==> src/rtl/pipeline_debug_controller.sv <==
// Debug sequencer for the five-stage pipeline: RUN/STEP/DUMP/CLEAR command
// handling, global pipe enable, saturating cycle counter, halt/timeout
// detection and a valid/ready dump stream of the register file + cycle count.
module pipeline_debug_controller #(
  parameter int len        = 32,
  parameter int NREGS      = 32,
  parameter int NB         = $clog2(NREGS),
  parameter int MAX_CYCLES = 0
) (
  input  logic           clk,
  input  logic           reset,
  input  logic           cmd_valid,
  input  logic [1:0]     cmd_code,
  output logic           cmd_ready,
  input  logic           halt_detected,
  output logic           pipe_enable,
  output logic [NB-1:0]  dbg_reg_addr,
  input  logic [len-1:0] dbg_reg_data,
  output logic           dump_valid,
  output logic [len-1:0] dump_data,
  input  logic           dump_ready,
  output logic           done,
  output logic           timeout,
  output logic [len-1:0] cycle_count
);

  typedef enum logic [2:0] {S_IDLE, S_RUN, S_STEP, S_DUMP, S_DONE} state_t;

  localparam logic [1:0] C_CLEAR = 2'b00;
  localparam logic [1:0] C_RUN   = 2'b01;
  localparam logic [1:0] C_STEP  = 2'b10;
  localparam logic [1:0] C_DUMP  = 2'b11;

  // word index runs 0..NREGS, one past the register file for the count word
  localparam int IW = $clog2(NREGS + 1);

  state_t         state_q, state_d, ret_q, ret_d;
  logic [IW-1:0]  idx_q, idx_d;
  logic [NB-1:0]  addr_q, addr_d;
  logic           pe_q, pe_d, dv_q, dv_d, done_q, done_d, to_q, to_d;
  logic [len-1:0] cnt_q, cnt_d, cnt_inc;
  logic           cmd_fire, dump_fire, last_word, cnt_hit_max;

  assign cmd_fire  = cmd_valid & cmd_ready;
  assign dump_fire = dv_q & dump_ready;
  assign last_word = (idx_q == IW'(NREGS));
  assign cnt_inc   = (cnt_q == '1) ? cnt_q : cnt_q + 1'b1;

  // timeout compare only exists when a limit is configured
  if (MAX_CYCLES == 0) begin : g_nomax
    assign cnt_hit_max = 1'b0;
  end else begin : g_max
    assign cnt_hit_max = (cnt_inc >= len'(MAX_CYCLES));
  end

  // next-state and next-output computation for the sequencer
  always_comb begin
    state_d = state_q;
    ret_d   = ret_q;
    idx_d   = idx_q;
    addr_d  = addr_q;
    pe_d    = pe_q;
    dv_d    = dv_q;
    done_d  = done_q;
    to_d    = to_q;
    cnt_d   = cnt_q;
    case (state_q)
      S_IDLE: begin
        if (cmd_fire) begin
          case (cmd_code)
            C_CLEAR: begin
              cnt_d  = '0;
              done_d = 1'b0;
              to_d   = 1'b0;
            end
            C_RUN: begin
              state_d = S_RUN;
              pe_d    = 1'b1;
            end
            C_STEP: begin
              state_d = S_STEP;
              pe_d    = 1'b1;
            end
            default: begin
              state_d = S_DUMP;
              ret_d   = S_IDLE;
              dv_d    = 1'b1;
              idx_d   = '0;
              addr_d  = '0;
            end
          endcase
        end
      end
      S_RUN: begin
        // every RUN cycle is enabled, so it is counted even when it ends the run
        cnt_d = cnt_inc;
        if (halt_detected) begin
          done_d  = 1'b1;
          pe_d    = 1'b0;
          state_d = S_DONE;
        end else if (cnt_hit_max) begin
          done_d  = 1'b1;
          to_d    = 1'b1;
          pe_d    = 1'b0;
          state_d = S_DONE;
        end
      end
      S_STEP: begin
        cnt_d = cnt_inc;
        pe_d  = 1'b0;
        if (halt_detected) begin
          done_d  = 1'b1;
          state_d = S_DONE;
        end else begin
          state_d = S_IDLE;
        end
      end
      S_DUMP: begin
        if (dump_fire) begin
          if (last_word) begin
            dv_d    = 1'b0;
            idx_d   = '0;
            addr_d  = '0;
            state_d = ret_q;
          end else begin
            idx_d  = idx_q + 1'b1;
            addr_d = NB'(idx_q + 1'b1);
          end
        end
      end
      S_DONE: begin
        // RUN/STEP are handshaken but have no effect here
        if (cmd_fire) begin
          if (cmd_code == C_CLEAR) begin
            state_d = S_IDLE;
            cnt_d   = '0;
            done_d  = 1'b0;
            to_d    = 1'b0;
          end else if (cmd_code == C_DUMP) begin
            state_d = S_DUMP;
            ret_d   = S_DONE;
            dv_d    = 1'b1;
            idx_d   = '0;
            addr_d  = '0;
          end
        end
      end
      default: begin
        state_d = S_IDLE;
        pe_d    = 1'b0;
        dv_d    = 1'b0;
      end
    endcase
  end

  // sequencer state and registered outputs
  always_ff @(posedge clk or negedge reset) begin
    if (!reset) begin
      state_q <= S_IDLE;
      ret_q   <= S_IDLE;
      idx_q   <= '0;
      addr_q  <= '0;
      pe_q    <= 1'b0;
      dv_q    <= 1'b0;
      done_q  <= 1'b0;
      to_q    <= 1'b0;
      cnt_q   <= '0;
    end else begin
      state_q <= state_d;
      ret_q   <= ret_d;
      idx_q   <= idx_d;
      addr_q  <= addr_d;
      pe_q    <= pe_d;
      dv_q    <= dv_d;
      done_q  <= done_d;
      to_q    <= to_d;
      cnt_q   <= cnt_d;
    end
  end

  assign cmd_ready    = (state_q == S_IDLE) || (state_q == S_DONE);
  assign pipe_enable  = pe_q;
  assign dbg_reg_addr = addr_q;
  assign dump_valid   = dv_q;
  assign dump_data    = last_word ? cnt_q : dbg_reg_data;
  assign done         = done_q;
  assign timeout      = to_q;
  assign cycle_count  = cnt_q;

endmodule

==> config.mk <==
export PLATFORM = sky130hd
export DESIGN_NAME = pipeline_debug_controller
export DESIGN_NICKNAME = d
export VERILOG_FILES = /design/src/rtl/pipeline_debug_controller.sv
export SDC_FILE = /design/constraint.sdc
export NUM_CORES = 1
export LEC_CHECK = 0
export CAP_MARGIN = 20
export CORE_AREA = 2 2 94 96
export DETAILED_ROUTE_END_ITERATION = 8
export DIE_AREA = 0 0 96 98
export HOLD_SLACK_MARGIN = 0.15
export PLACE_DENSITY = 0.68
export SLEW_MARGIN = 20
export SYNTH_ARGS = -nofsm -noshare
export SYNTH_HDL_FRONTEND = slang
export SYNTH_SLANG_ARGS = --single-unit
==> constraint.sdc <==
create_clock -name clk -period 2.7 [get_ports clk]
set_input_delay 0.405 -clock clk [delete_from_list [all_inputs] [get_ports clk]]
set_output_delay 0.405 -clock clk [all_outputs]
set_load 0.05 [all_outputs]
==> results.json, run 1 <==
{
  "status": "finished, final reports clean",
  "dp.cells": 573,
  "p_per_area_nw_per_um2": 1100,
  "critPathLaunchType": "flop",
  "use_met1": 0.294,
  "initial_core_util": 0.386,
  "dr.pass1.iters": 5,
  "worstMarginPinSlew_ns": 0.550,
  "gp_congestion": 0.858,
  "min_path_cells": 1,
  "clk_pin_slew_ns": 0.09,
  "cts-root-buf": "clkbuf_8",
  "die_w_um": 96,
  "wl_per_cell_um": 17.6,
  "use_met3": 0.0471,
  "cts_tree": "done",
  "grt_overflow": 0,
  "layout-drive-gt1-share": 0.229,
  "final_util": 0.589,
  "critPathArrivalTime_ns": 2.18,
  "fin_ws_ns": 0.118,
  "reg2reg_depth": 7,
  "ys_top_cells_by_area": "dfrtp_1 (34%), mux2_2 (11%), a31oi_1 (7.7%)",
  "synth_common_cells": "dfrtp_1 (45), a31oi_1 (40), nand2_1 (33)",
  "fin_cells": 583,
  "synth_edf_count": 0,
  "reg2reg_slack_ns": 0.29,
  "timing_max_transition_violations_final": 0,
  "post-place-ws_ns": 0.176,
  "syn_inst": 366,
  "drv_cap": 0,
  "register_area_um2": 1130,
  "required_ns": 2.30,
  "grt_pass1_wl_um": 16300,
  "hold_path_startpoint": "ret_q[2]",
  "setup_viol": 0,
  "grt_max_degree": 30,
  "cts_sinks": 45,
  "clock_skew_ns": 0.00439,
  "synth_area_leader_cell": "dfrtp_1",
  "num_vias": 3525,
  "irDropWorstVdd_mv": 0.776,
  "cts_max_level": 2,
  "postCtsSetupRepairBufs": 0,
  "yosysWarnings": 0,
  "io_buffer_count": 111,
  "synth-seq-cells": 45,
  "min_period_ns": 2.58,
  "grt_usage": 0.214,
  "r2r_end": "cycle_count[14]",
  "dieArea_um2": 9410,
  "critPathMaxFanout": 14,
  "hold_viol": 0,
  "die_y_um": 98,
  "antenna_cells": 0,
  "drt_iter0_markers": 232,
  "fillerInstances": 755,
  "maxSlewHeadroom": 0.632,
  "insertion_delay_ns": 0.30,
  "netlist_area_um2": 3270,
  "worst_hold_path_type": "reg2reg",
  "grt_antenna_before_repair": 0,
  "hpwlAfterDp_um": 7100,
  "yosysTopAreaCellShare": 0.344,
  "multi_input_area_um2": 1940,
  "synth_top_flop_cell": "dfrtp_1",
  "met2_usage": 0.345,
  "yosysMostFrequentCell": "dfrtp_1",
  "cts_buffers": 5,
  "post-route-period-util": 0.956,
  "total_leakage_power_uw": 0.00204,
  "antenna_left": 0,
  "crit_type": "reg2out",
  "clock_path_buffers": 2,
  "yosysUniqueCellTypes": 51,
  "grt_pass1_vias": 3290,
  "tns_ns": 0,
  "rsz0062_at_grt": "false",
  "avgViaCountPerCell": 6.05,
  "end_kind": "output port",
  "max_freq_mhz": 387,
  "nets": 520,
  "reg2reg_from": "cycle_count[0]",
  "yosysSeqAreaShare": 0.344,
  "top_usage_layer": "met2",
  "io_pins": 113,
  "async_flop_share": 1.00,
  "synth_nets": 412,
  "holdPathEnd": "ret_q[2]",
  "drc": 0,
  "synth_area_per_cell_um2": 8.94,
  "fp.coreArea_um2": 8470,
  "syn2layout_area_growth_pct": 52.4,
  "finalWirelength_um": 10300,
  "num_rows": 34
}
worst max-delay path, cell delays in order (launching register included):
cell       delay (ns)
dfrtp_1          0.45
inv_1            0.08
ha_1             0.15
nor4b_4          0.24
and2_4           0.24
clkbuf_16        0.19
mux2_2           0.37
buf_12           0.15
worst max path at each step:
stage	startpoint	endpoint	slack [ns]	cells past startpoint
floorplan	idx_q[0]	dump_data[10]	0.38	7
global placement	idx_q[1]	dump_data[21]	0.23	7
detailed placement	cmd_code[0]	idx_q[3]	0.18	9
CTS	idx_q[1]	dump_data[0]	0.02	7
global route	idx_q[1]	dump_data[30]	0.001	7
finish	idx_q[1]	dump_data[30]	0.12	7
cell usage in the layout (no fill, tap or decap), types with 7 or more instances in the layout:
master            n
ha_1              7
inv_1            10
nand4_1          12
a31oi_1          40
clkdlybuf4s50_1  77
nor2_1           14
a41oi_1           8
o21ai_0          21
nand3_1          15
nand2_1          33
o31ai_1           9
mux2_2           32
buf_4            18
dfrtp_1          45
nor3_1            9
a21oi_1          11
and3_1            8
buf_12           34
power breakdown:
| group | internal, uW | total [uW] | switching (uW) | leakage (uW) |
|---|---|---|---|---|
| clock | 302 | 543 | 241 | 0.0000585 |
| sequential | 871 | 1220 | 346 | 0.000605 |
| combinational | 1510 | 3730 | 2220 | 0.00138 |
| total | 2680 | 5490 | 2810 | 0.00204 |
sequential cells by signal (all words and copies together) (netlist names):
| name | flops |
|---|---|
| cycle_count | 32 |
| state_q | 3 |
| ret_q | 1 |
| dump_valid | 1 |
| done | 1 |
| pipe_enable | 1 |
| idx_q | 6 |
kinds of logic after synthesis:
| group | Yosys count | share of synthesized area |
|---|---|---|
| other cells | 1 | 0.00115 |
| fa+ha+maj | 7 | 0.0268 |
| compound gates | 106 | 0.210 |
| mux | 34 | 0.116 |
| xor+xnor | 1 | 0.00268 |
| simple gates | 131 | 0.231 |
| buf+inv | 41 | 0.0673 |
| flops | 45 | 0.344 |
stage by stage:
step	cell area [um2]	power (uW)	hold WS (ns)
6_report	4980	5490	0.511
2_1_floorplan	3270	3430	0.109
3_5_place_dp	4810	4870	0.376
3_3_place_gp	4810	4810	0.373
4_1_cts	4950	5420	0.511
5_1_grt	4980	5760	0.528
final cells by class:
cell class / instances / share of cell area
Clock buffer: 7 / 0.0173
Clock inverter: 1 / 0.00603
Inverter: 10 / 0.00753
Multi-Input combinational cell: 280 / 0.390
Sequential cell: 45 / 0.226
Tap cell: 108 / 0.0271
Timing Repair Buffer: 132 / 0.326
metal layers:
layer	wire, um	up-vias
met3	861	11
li1	-	1615
met5	0	-
met4	76	0
met2	5000	193
met1	4340	1706
repair_timing:
action,CTS,global route
endpoints found under the hold margin,18,0
hold buffers,1,0
cloned,0,1
gates resized for setup,1,3
endpoints found under the setup margin,32,28
(Power assumes the default switching activity.)
==> inputs of run 2 (changes only) <==
--- a/config.mk
+++ b/config.mk
@@ -5,13 +5,15 @@
 export SDC_FILE = /design/constraint.sdc
 export NUM_CORES = 1
 export LEC_CHECK = 0
+export ABC_AREA = 1
 export CAP_MARGIN = 20
-export CORE_AREA = 2 2 94 96
+export CORE_AREA = 2 2 96 98
 export DETAILED_ROUTE_END_ITERATION = 8
-export DIE_AREA = 0 0 96 98
+export DIE_AREA = 0 0 98 100
 export HOLD_SLACK_MARGIN = 0.15
-export PLACE_DENSITY = 0.68
+export PLACE_DENSITY = 0.67
 export SLEW_MARGIN = 20
 export SYNTH_ARGS = -nofsm -noshare
 export SYNTH_HDL_FRONTEND = slang
 export SYNTH_SLANG_ARGS = --single-unit
+export TNS_END_PERCENT = 5
==> run 2 against run 1 <==
  * Clock power down 12%
  * Non-clock buffer count down 13
  * Global-route usage up 1.0 points
  * Routed wire length up 5.1%
  * Design area up 0.58%
  * First-iteration DRC count down 24%
  * Final cell count up 31%
  * Worst setup slack better by 0.15 ns
  * Fmax up 6.3%
  * Via count up 11%
  * Critical endpoint is now dump_data[1]
  * Largest cell class unchanged
  * Largest power group unchanged
==> results.json, run 2 <==
{
  "fp.coreArea_um2": 8890,
  "antenna_cells": 0,
  "grt_overflow": 0,
  "hpwlAfterDp_um": 8290,
  "yosysSeqAreaShare": 0.330,
  "io_buffer_count": 111,
  "synth_area_per_cell_um2": 6.20,
  "worstMarginPinSlew_ns": 0.652,
  "yosysTopAreaCellShare": 0.330,
  "total_leakage_power_uw": 0.00217,
  "syn_inst": 550,
  "path_cells": "inv_1, ha_1, nand3_2, buf_4, inv_1, nand2_1, nand2_1, buf_12",
  "timing_max_transition_violations_final": 0,
  "reg2reg_slack_ns": 0.43,
  "cts_sinks": 45,
  "required_ns": 2.30,
  "yosysMostFrequentCell": "nand2_1",
  "netlist_area_um2": 3410,
  "layout-drive-gt1-share": 0.0901,
  "dieArea_um2": 9800,
  "post-route-period-util": 0.899,
  "grt_pass1_vias": 3787,
  "antenna_left": 0,
  "crit_slowest_cell": "dfrtp_1",
  "cts_tree": "done",
  "synth-seq-cells": 45,
  "num_rows": 35,
  "io_pins": 113,
  "synth_top_flop_cell": "dfrtp_1",
  "cts-root-buf": "clkbuf_8",
  "finalWirelength_um": 10800,
  "yosysWarnings": 0,
  "critPathLaunchType": "flop",
  "crit_type": "reg2out",
  "r2r_end": "cycle_count[29]",
  "critPathMaxFanout": 38,
  "irDropWorstVdd_mv": 0.545,
  "ys_top_cells_by_area": "dfrtp_1 (33%), nand2_1 (21%), o21ai_0 (8.2%)",
  "die_w_um": 98,
  "dr.pass1.iters": 6,
  "reg2reg_from": "cycle_count[1]",
  "grt_antenna_before_repair": 0,
  "holdPathEnd": "dump_valid",
  "critPathArrivalTime_ns": 2.02,
  "drc": 0,
  "hold_ws_ns": 0.500,
  "cts_buffers": 5,
  "status": "finished, final reports clean",
  "reg2reg_depth": 10,
  "wl_per_cell_um": 14.1,
  "worst_hold_path_type": "reg2reg",
  "num_vias": 3912,
  "min_period_ns": 2.43,
  "rsz0062_at_grt": "false",
  "clk_pin_slew_ns": 0.09,
  "tns_ns": 0,
  "fin_ws_ns": 0.272,
  "nets": 700,
  "yosysUniqueCellTypes": 28,
  "drt_iter0_markers": 176,
  "hold_path_startpoint": "dump_valid",
  "fillerInstances": 874,
  "async_flop_share": 1.00,
  "gp_congestion": 0.926,
  "synth_area_leader_cell": "dfrtp_1",
  "grt_pass1_wl_um": 18000,
  "post-place-ws_ns": 0.345,
  "die_y_um": 100,
  "setup_viol": 0,
  "cts_max_level": 2,
  "synth_edf_count": 0,
  "layout_commonest_cell": "nand2_1",
  "p_per_area_nw_per_um2": 550,
  "grt_max_degree": 39,
  "min_path_cells": 2,
  "synth_common_cells": "nand2_1 (195), nor2_1 (61), inv_1 (60)",
  "syn2layout_area_growth_pct": 47.0,
  "cts_resized": 0,
  "initial_core_util": 0.384,
  "clock_path_buffers": 2,
  "synth_nets": 596,
  "drv_cap": 0,
  "end_kind": "output port",
  "clock_skew_ns": 0.00784,
  "postCtsSetupRepairBufs": 0,
  "largest_reg_flops": 32,
  "hold_viol": 0,
  "max_freq_mhz": 412,
  "avgViaCountPerCell": 5.11,
  "dp.cells": 757,
  "mostFrequentLayoutCells": "nand2_1 (195), clkdlybuf4s50_1 (77), nor2_1 (61)",
  "maxSlewHeadroom": 0.564,
  "cpPeakStageDelay_ns": 0.43,
  "fin_cells": 766,
  "grt_usage": 0.224,
  "insertion_delay_ns": 0.31
}
run 2: changes by cell type in the layout (fill, tap and decap cells not counted), sizes merged, moves of 32 or more:
cell,before,now
mux2,32,0
nor2,14,64
inv,10,61
nand3,16,48
nand2,33,198
o21ai,22,79
a31oi,40,0
run 2: stage by stage:
stage	instance area, um2	utilization	total power [uW]
final	5010	0.564	2760
after global routing	5010	0.564	2910
after CTS	5010	0.564	2760
after detailed placement	4900	0.551	2280
after global placement	4900	0.551	2250
after floorplan	3410	-	1830
run 2: cell type report:
type	count	area, um2	area share
multi-input combinational	422	1920	0.383
timing repair buffer	119	1500	0.299
sequential	45	1130	0.225
inverter	61	229	0.0457
tap	111	139	0.0277
clock buffer	7	96.3	0.0192
clock inverter	1	5.00	0.000999
run 2: worst max path at each step:
stage                 from              end
2_1_floorplan     idx_q[0]     dump_data[0]
3_3_place_gp   cmd_code[0]  cycle_count[11]
3_5_place_dp   cmd_code[0]  cycle_count[29]
4_1_cts           idx_q[0]     dump_data[1]
5_1_grt           idx_q[0]     dump_data[2]
6_report          idx_q[0]     dump_data[1]
run 2: kinds of logic (layout without fill, tap and decap cells):
group	after synthesis	after routing	synth area share
adders and majority gates	7	7	0.0257
other	1	1	0.00110
xor gates and xnor gates	8	8	0.0205
buffers and inverters	83	188	0.109
DFF	45	45	0.330
and+or+nand+nor	318	318	0.378
AOI/OAI and AO/OA	88	88	0.135
run 2: worst max-delay path, delay by kind of cell, from the launching register on:
family / cells / cell delay (ns)
flops: 1 / 0.43
fa+ha+maj: 1 / 0.22
buf+inv: 4 / 0.79
simple gates: 3 / 0.28
run 2: power breakdown:
| part | internal (uW) | switching, uW |
|---|---|---|
| sequential | 746 | 74.7 |
| clock | 232 | 245 |
| combinational | 479 | 980 |
run 2: what timing repair did:
item,in CTS,in global routing
hold endpoints to repair,22,0
hold buffers,1,0
endpoints found under the setup margin,0,0
run 2: layer usage:
metal / routed length (um) / GRT usage
met4: 269 / 0.0919
met2: 5230 / 0.387
met5: 0 / 0
met3: 700 / 0.0320
met1: 4610 / 0.282
==> inputs of run 3 (changes only) <==
--- a/config.mk
+++ b/config.mk
@@ -7,11 +7,11 @@
 export LEC_CHECK = 0
 export ABC_AREA = 1
 export CAP_MARGIN = 20
-export CORE_AREA = 2 2 96 98
+export CORE_AREA = 2 2 89 91
 export DETAILED_ROUTE_END_ITERATION = 8
-export DIE_AREA = 0 0 98 100
+export DIE_AREA = 0 0 91 93
 export HOLD_SLACK_MARGIN = 0.15
-export PLACE_DENSITY = 0.67
+export PLACE_DENSITY = 0.77
 export SLEW_MARGIN = 20
 export SYNTH_ARGS = -nofsm -noshare
 export SYNTH_HDL_FRONTEND = slang
==> run 3 against run 2 <==
  * Via count decreased by 1.2%
  * First-iteration DRC count increased by 35%
  * Utilization increased by 10 points
  * Largest power group unchanged
  * Final cell count decreased by 1.3%
  * Highest routed layer unchanged
  * Largest cell class unchanged
==> results.json, run 3 (same netlist as run 2, synthesis figures left out) <==
{
  "hold_viol": 0,
  "mostFrequentLayoutCells": "nand2_1 (195), clkdlybuf4s50_1 (77), nor2_1 (61)",
  "worstMarginPinSlew_ns": 0.675,
  "clock_skew_ns": 0.00324,
  "hold_ws_ns": 0.515,
  "insertion_delay_ns": 0.30,
  "grt_overflow": 0,
  "post-route-period-util": 0.859,
  "combPwrFrac": 0.522,
  "antenna_left": 0,
  "hold_path_startpoint": "idx_q[5]",
  "syn2layout_area_growth_pct": 47.0,
  "io_pins": 113,
  "cts_resized": 0,
  "required_ns": 2.91,
  "clock_path_buffers": 2,
  "drc": 0,
  "layout_commonest_cell": "nand2_1",
  "maxSlewHeadroom": 0.548,
  "grt_usage": 0.244,
  "post-place-ws_ns": 0.175,
  "total_leakage_power_uw": 0.00218,
  "crit_type": "reg2reg",
  "setup_viol": 0,
  "cts_max_level": 2,
  "min_period_ns": 2.32,
  "antenna_cells": 0,
  "end_kind": "flop",
  "fp.coreArea_um2": 7530,
  "holdPathEnd": "idx_q[5]",
  "die_y_um": 93,
  "r2r_end": "idx_q[2]",
  "reg2reg_slack_ns": 0.38,
  "critPathArrivalTime_ns": 2.52,
  "fin_ws_ns": 0.381,
  "max_freq_mhz": 431,
  "p_int_uw": 1500,
  "min_path_cells": 2,
  "reg2reg_from": "state_q[1]",
  "clkPwrFrac": 0.184,
  "drv_cap": 0,
  "drt_iter0_markers": 238,
  "finalWirelength_um": 10200,
  "grt_max_degree": 53,
  "grt_antenna_before_repair": 0,
  "critPathMaxFanout": 28,
  "irDropWorstVdd_mv": 0.381,
  "sequentialPowerShare": 0.294,
  "dr.pass1.iters": 7,
  "grt_pass1_wl_um": 17000,
  "num_rows": 32,
  "io_buffer_count": 111,
  "die_w_um": 91,
  "sw_frac_of_total": 0.463,
  "rsz0062_at_grt": "false",
  "layout-drive-gt1-share": 0.0887,
  "critPathLaunchType": "flop",
  "gp_congestion": 0.929,
  "clk_pin_slew_ns": 0.09,
  "wl_per_cell_um": 13.4,
  "cts_tree": "done",
  "cts_buffers": 5,
  "status": "finished, final reports clean",
  "p_per_area_nw_per_um2": 556,
  "nets": 700,
  "tns_ns": 0,
  "largest_reg_flops": 32,
  "hpwlAfterDp_um": 7820,
  "num_vias": 3865,
  "p_switching_uw": 1290,
  "timing_max_transition_violations_final": 0,
  "avgViaCountPerCell": 5.11,
  "grt_pass1_vias": 3751,
  "reg2reg_depth": 9,
  "cts-root-buf": "clkbuf_8",
  "cts_sinks": 45,
  "dieArea_um2": 8460,
  "worst_hold_path_type": "reg2reg",
  "initial_core_util": 0.453
}
run 3: area by class of cell:
cell class | instances | area (um2)
inverters | 61 | 229
repair buffers | 119 | 1510
multi-input cells | 422 | 1920
clock buffers | 5 | 68.8
well taps | 102 | 128
clock inverters | 2 | 35.0
flip-flops and latches | 45 | 1130
fillers | 674 | 2510
run 3: how the worst max path moves through the flow:
stage	end	slack (ns)	cells after the start	start
after floorplan	dump_data[0]	0.15	5	idx_q[0]
after global placement	cycle_count[17]	0.28	9	cmd_code[0]
after detailed placement	cycle_count[17]	0.18	8	cycle_count[1]
after CTS	cycle_count[17]	0.14	8	cycle_count[1]
after global routing	idx_q[4]	0.23	9	state_q[0]
final	idx_q[2]	0.38	9	state_q[1]
run 3: per-stage QoR:
stage	power [uW]	std cells	utilization	area [um2]
6_report	2790	756	0.666	5010
5_1_grt	2940	756	0.666	5010
4_1_cts	2710	754	0.661	4970
3_5_place_dp	2210	747	0.647	4870
3_3_place_gp	2180	747	0.647	4870
2_1_floorplan	1830	550	-	3410
run 3: repair_timing:
action                                 in CTS  in global routing
endpoints found under the hold margin       0                 27
setup buffers                               0                  0
hold buffers                                0                  1
run 3: worst max-delay path, cell delays in order (launching register included):
cell and delay (ns):
dfrtp_1 0.42, nor2_1 0.55, buf_4 0.28, inv_2 0.22, nor2_1 0.20, nor2_1 0.07
nand2_1 0.26, inv_1 0.11, nand2_1 0.07, nand2_1 0.04
run 3: layer usage:
layer | global-route usage | routed length, um
met3 | 0.0516 | 823
met4 | 0.0783 | 179
met5 | 0 | 0
met1 | 0.303 | 4350
met2 | 0.425 | 4810
run 3: power by group through the flow:
stage,sequential (uW),combinational [uW],clock [uW]
6_report,820,1460,512
5_1_grt,831,1570,536
4_1_cts,820,1380,514
3_5_place_dp,833,1380,0
3_3_place_gp,830,1350,0
2_1_floorplan,949,885,0
